File: src/rtl/mux_pkg.sv
// Shared constants and helpers for the pipelined mux tree.
package mux_pkg;

  localparam logic MODE_MANUAL = 1'b0;
  localparam logic MODE_SCAN   = 1'b1;

  function automatic int unsigned clog2(input int unsigned v);
    int unsigned r;
    int unsigned x;
    r = 0;
    x = 1;
    while (x < v) begin
      x = x << 1;
      r++;
    end
    return r;
  endfunction

endpackage

File: src/rtl/mux_tree_pipe_if.sv
// Sample/select bus for mux_tree_pipe; master drives samples, slave is the mux.
interface mux_tree_pipe_if
  import mux_pkg::*;
#(
  parameter int unsigned N = 7,
  parameter int unsigned W = 1
);

  localparam int unsigned SW = (clog2(N) < 1) ? 1 : clog2(N);

  logic [N*W-1:0] in_data;
  logic [SW-1:0]  sel;
  logic           in_valid;
  logic           mode;
  logic [W-1:0]   out_data;
  logic           out_valid;
  logic [SW-1:0]  out_sel;
  logic           sel_err;

  modport master (
    output in_data, sel, in_valid, mode,
    input  out_data, out_valid, out_sel, sel_err
  );

  modport slave (
    input  in_data, sel, in_valid, mode,
    output out_data, out_valid, out_sel, sel_err
  );

endinterface

File: src/rtl/mux2_reg.sv
// W-bit 2:1 mux with registered output; s_i=1 selects b_i.
module mux2_reg #(
  parameter int unsigned W = 1
) (
  input  logic         clk,
  input  logic         rst_n,
  input  logic [W-1:0] a_i,
  input  logic [W-1:0] b_i,
  input  logic         s_i,
  output logic [W-1:0] y_o
);

  logic [W-1:0] y_q;

  always_ff @(posedge clk or negedge rst_n) begin
    if (!rst_n) y_q <= '0;
    else        y_q <= s_i ? b_i : a_i;
  end

  assign y_o = y_q;

endmodule

File: src/rtl/mux_tree_pipe.sv
// N:1 registered binary mux tree, one register per level, with manual or
// auto-scan select and a side-band pipe carrying select/valid/error.
module mux_tree_pipe
  import mux_pkg::*;
#(
  parameter int unsigned N = 7,
  parameter int unsigned W = 1
) (
  input logic            clk,
  input logic            rst_n,
  mux_tree_pipe_if.slave bus
);

  localparam int unsigned SW = (clog2(N) < 1) ? 1 : clog2(N);
  localparam int unsigned L  = SW;
  localparam int unsigned P  = 1 << SW;
  localparam logic [SW-1:0] LAST  = SW'(N - 1);
  localparam logic [SW:0]   N_EXT = (SW + 1)'(N);

  logic [SW-1:0] scan_cnt_q, scan_cnt_d;
  logic [SW-1:0] eff_sel;
  logic          eff_err;

  logic [SW-1:0] sel_q [L];
  logic          vld_q [L];
  logic          err_q [L];

  // Heap-ordered node storage: node 0 is the root, leaves start at P-1.
  logic [(2*P-1)*W-1:0] tree;

  always_comb begin
    eff_sel    = (bus.mode == MODE_SCAN) ? scan_cnt_q : bus.sel;
    eff_err    = ({1'b0, eff_sel} >= N_EXT);
    scan_cnt_d = scan_cnt_q;
    if (bus.mode == MODE_MANUAL) begin
      scan_cnt_d = '0;
    end else if (bus.in_valid) begin
      scan_cnt_d = (scan_cnt_q == LAST) ? '0 : scan_cnt_q + SW'(1);
    end
  end

  always_ff @(posedge clk or negedge rst_n) begin
    if (!rst_n) begin
      scan_cnt_q <= '0;
      for (int unsigned s = 0; s < L; s++) begin
        sel_q[s] <= '0;
        vld_q[s] <= 1'b0;
        err_q[s] <= 1'b0;
      end
    end else begin
      scan_cnt_q <= scan_cnt_d;
      sel_q[0]   <= eff_sel;
      vld_q[0]   <= bus.in_valid;
      err_q[0]   <= eff_err;
      for (int unsigned s = 1; s < L; s++) begin
        sel_q[s] <= sel_q[s-1];
        vld_q[s] <= vld_q[s-1];
        err_q[s] <= err_q[s-1];
      end
    end
  end

  for (genvar k = 0; k < P; k++) begin : g_leaf
    if (k < N) begin : g_in
      assign tree[(P-1+k)*W +: W] = bus.in_data[k*W +: W];
    end else begin : g_pad
      assign tree[(P-1+k)*W +: W] = '0;
    end
  end

  // Level j consumes select bit j, delayed j cycles to stay aligned with data.
  for (genvar j = 0; j < L; j++) begin : g_lvl
    localparam int unsigned CELLS = P >> (j + 1);
    logic s_bit;
    if (j == 0) begin : g_s0
      assign s_bit = eff_sel[0];
    end else begin : g_sn
      assign s_bit = sel_q[j-1][j];
    end
    for (genvar k = 0; k < CELLS; k++) begin : g_cell
      localparam int unsigned NODE = CELLS - 1 + k;
      mux2_reg #(.W(W)) u_cell (
        .clk   (clk),
        .rst_n (rst_n),
        .a_i   (tree[(2*NODE+1)*W +: W]),
        .b_i   (tree[(2*NODE+2)*W +: W]),
        .s_i   (s_bit),
        .y_o   (tree[NODE*W +: W])
      );
    end
  end

  assign bus.out_valid = vld_q[L-1];
  assign bus.out_sel   = sel_q[L-1];
  assign bus.sel_err   = err_q[L-1];
  assign bus.out_data  = err_q[L-1] ? '0 : tree[W-1:0];

endmodule

File: src/flat_wrapper.sv
// flat-port wrapper written by rule: the top's interface ports become plain ports
module mux_tree_pipe_flat import mux_pkg::*;
#(
  parameter int unsigned N = 7,
  parameter int unsigned W = 1
)
  (clk, rst_n, bus_in_data, bus_sel, bus_in_valid, bus_mode, bus_out_data, bus_out_valid, bus_out_sel, bus_sel_err);
  mux_tree_pipe_if #(.N(N), .W(W)) bus_i ();
  input logic clk;
  input logic rst_n;
  input wire logic [$bits(bus_i.in_data)-1:0] bus_in_data;
  input wire logic [$bits(bus_i.sel)-1:0] bus_sel;
  input wire logic [$bits(bus_i.in_valid)-1:0] bus_in_valid;
  input wire logic [$bits(bus_i.mode)-1:0] bus_mode;
  output wire logic [$bits(bus_i.out_data)-1:0] bus_out_data;
  output wire logic [$bits(bus_i.out_valid)-1:0] bus_out_valid;
  output wire logic [$bits(bus_i.out_sel)-1:0] bus_out_sel;
  output wire logic [$bits(bus_i.sel_err)-1:0] bus_sel_err;
  assign bus_i.in_data = bus_in_data;
  assign bus_i.sel = bus_sel;
  assign bus_i.in_valid = bus_in_valid;
  assign bus_i.mode = bus_mode;
  assign bus_out_data = bus_i.out_data;
  assign bus_out_valid = bus_i.out_valid;
  assign bus_out_sel = bus_i.out_sel;
  assign bus_sel_err = bus_i.sel_err;
  mux_tree_pipe #(.N(N), .W(W)) u_core (.clk(clk), .rst_n(rst_n), .bus(bus_i));
endmodule
File: config.mk
export PLATFORM = sky130hd
export DESIGN_NAME = mux_tree_pipe_flat
export DESIGN_NICKNAME = d
export VERILOG_FILES = /design/src/rtl/mux_pkg.sv /design/src/rtl/mux_tree_pipe_if.sv /design/src/rtl/mux2_reg.sv /design/src/rtl/mux_tree_pipe.sv /design/src/flat_wrapper.sv
export SDC_FILE = /design/constraint.sdc
export NUM_CORES = 1
export LEC_CHECK = 0
export CORE_MARGIN = 4
export CORE_UTILIZATION = 42
export CTS_CLUSTER_SIZE = 24
export DETAILED_ROUTE_END_ITERATION = 10
export PLACE_DENSITY = 0.72
export SETUP_SLACK_MARGIN = 0.3
export SLEW_MARGIN = 20
export SYNTH_ARGS = -nofsm -noshare
export SYNTH_HDL_FRONTEND = slang
export SYNTH_SLANG_ARGS = --single-unit
export TNS_END_PERCENT = 100
File: constraint.sdc
create_clock -name clk -period 1.2 [get_ports clk]
set_clock_uncertainty 0.1 [all_clocks]
set_input_delay 0.24 -clock clk [delete_from_list [all_inputs] [get_ports clk]]
set_output_delay 0.24 -clock clk [all_outputs]
set_load 0.02 [all_outputs]
==> results.ini <==
[clock_tree]
numCtsBuffers = 3
clockBufferDepth = 2
htreeDepth = 1
cts_tree = yes
clock_latency_ns = 0.31
path_clk_slew_ns = 0.12
postCtsHoldBufs = 0
cts_sinks = 25
cts_root_buffer = clkbuf_4

[sta]
tightest_slew_ns = 0.305
relSlewSlack = 0.792
setup_viol = 6
min_period_ns = 1.31
slew_violations = 0
fmax_mhz = 765
rsz0062_at_grt = yes
layout_setup_ws_ns = -0.107
hold_viol_final = 0
finalCritPeriodShare = 1.09

[floorplan]
io-pin-count = 20
dieHeight_um = 52.8
core-area_um2 = 1820
start_util = 0.463
dieArea_um2 = 2790
die_w_um = 52.8
rows = 15

[grt]
track_usage = 0.113
gr-total-overflow = 0
first_global_vias = 550
grt_start_max_net_pins = 26
grt_pass1_wl_um = 2150
antenna_found_initial = 0

[setup_path]
slowest_delay_ns = 0.44
cp_data_arrival_time_ns = 0.97
slowest_stage = dfrtp_2
cp_max_fo = 2
worstPathRequired_ns = 0.86
endpoint_kind = output port
worstPathBufferInverterCount = 1
crit_chain = nor2b_4 > buf_6
cp_top_family = flip-flops
crit_type = register to output port
cp-start-kind = register

[layout]
design_area_um2 = 1230
fin_nets = 95
fillers = 135
final_core_util = 0.678
antennaDiodeCount = 0
area.growth.synth_to_final_pct = 46.7
layout-drive-gt1-share = 0.463

[power_and_ir_drop]
leakagePower_nw = 0.584
powerDensity_nw_per_um2 = 1240
p_total_w = 0.00154
ir_worst_vdd_uv = 881

[placed_design]
dpl.hpwl_um = 899
io_buffer_count = 19
dp_slack_ns = -0.511
placed_cell_area_um2 = 1100
place_congestion = 0.706

[routing]
ant_nets = 0
vias_per_cell = 4.76
vias = 500
wl_per_cell_um = 13.0
wirelength_um = 1370
drt-pass1-iter-count = 4
dr.first_iter.drc_count = 7
drc = 0

[run]
cap_violations = 0

[synth]
synth-seq-area-share = 0.743
yosys_warnings = 0
syn-num-nets = 66
synth_area_um2 = 842
syn_area_per_cell_um2 = 16.2
ys_types = 19
synthCells = 52
synth_seq_cells = 25

[outcome]
violations = setup timing
status = complete, but fails checks

[min_path]
hold_path.class = input pin to async pin

[where the power goes]
part	total [W]	internal, W	switching (W)
logic	0.000258	0.000165	0.0000931
registers	0.000928	0.000901	0.0000265
clock network	0.000352	0.000124	0.000227
total	0.00154	0.00119	0.000347
[placed cells by master (no fill, tap or decap)]
master and instances:
dlygate4sd2_1 2, clkdlybuf4s50_1 11, buf_2 1, and2_4 1
and3b_2 1, and3_4 1, nand3_1 1, o211ai_1 1
a31oi_4 1, nand2b_1 1, dfrtp_2 2, clkbuf_4 3
mux2i_4 1, nor2b_4 1, nand2_1 2, buf_6 10
nand3b_1 1, clkinv_2 1, nor2_2 1, mux2_4 8
a21oi_2 1, buf_12 1, inv_2 1, dfrtp_1 23
a21boi_1 1, buf_4 2
[area by class of cell]
type	instances	area (µm²)	area share
Clock buffer	3	22.5	0.0182
Clock inverter	1	5.00	0.00405
Inverter	1	3.75	0.00304
Tap cell	25	31.3	0.0253
Timing Repair Buffer	27	280	0.227
Multi-Input combinational cell	23	264	0.214
Sequential cell	25	628	0.509
[flip-flops by register name, summed over array words and instances, names as in the netlist]
register                        count
u_core.g_lvl.g_cell.u_cell.y_o      7
u_core.vld_q                        2
u_core.bus.out_valid                1
u_core.g_lvl.s_bit                  2
u_core.scan_cnt_q                   3
u_core.sel_q                        4
u_core.bus.sel_err                  1
u_core.bus.out_sel                  3
u_core.err_q                        2
[logic make-up (layout without fill, tap and decap cells)]
logic type / Yosys count / after routing / share of synthesized area
AOI/OAI and AO/OA: 4 / 4 / 0.0312
buffers and inverters: 4 / 32 / 0.0312
DFF: 25 / 25 / 0.743
muxes: 9 / 9 / 0.123
and+or+nand+nor: 10 / 10 / 0.0713
[metrics by stage]
step | TNS, ns | hold slack [ns] | instances
6_report | -0.304 | 0.167 | 105
5_1_grt | -0.764 | 0.158 | 105
4_1_cts | -0.413 | 0.168 | 104
3_5_place_dp | -4.08 | 0.236 | 97
3_3_place_gp | -3.77 | 0.232 | 97
2_1_floorplan | 0 | -0.156 | 52
[timing repair]
action                     in CTS  in global routing
setup endpoints to repair      20                 20
gates resized for setup        51                  5
cloned                          0                  0
pin swaps                       1                  3
buffers inserted                3                  1
[per-layer routing]
layer / share of wire / track usage / vias up
li1: - / - / 229
met4: 0.031 / 0.0723 / 0
met3: 0.089 / 0.0370 / 6
met2: 0.48 / 0.207 / 22
met5: 0 / 0 / -
met1: 0.40 / 0.104 / 243
[cell usage after synthesis (all sizes together)]
library cell  count  area (µm²)
a21boi            1        7.51
and3              1        6.26
and3b             1        10.0
nor2b             1        6.26
o211ai            1        7.51
nand3             1        5.00
and2              1        7.51
nor2              1        3.75
mux2              8        90.1
buf               3        22.5
nand2b            1        6.26
dfrtp            25         626
nand2             2        7.51
nand3b            1        7.51
inv               1        3.75
a31oi             1        6.26
mux2i             1        13.8
a21oi             1        5.00
[path summary, 6_finish.rpt]
kind / depth (start not counted) / slack, ns / endpoint / startpoint
max in group asynchronous: 2 / 0.68 / u_core.scan_cnt_q[2] / rst_n
min in group clk: 0 / 0.26 / u_core.bus.sel_err / u_core.err_q[1]
worst max-delay path: 2 / -0.11 / bus_out_data / u_core.bus.sel_err
worst max register to register: 2 / -0.05 / u_core.g_lvl[0].g_cell[2].u_cell.y_o / u_core.scan_cnt_q[0]
worst min-delay path: 2 / 0.17 / u_core.g_lvl[2].g_cell[0].u_cell.y_o / rst_n
worst min register to register: 0 / 0.26 / u_core.bus.sel_err / u_core.err_q[1]
Power figures use the tool's default switching activity.
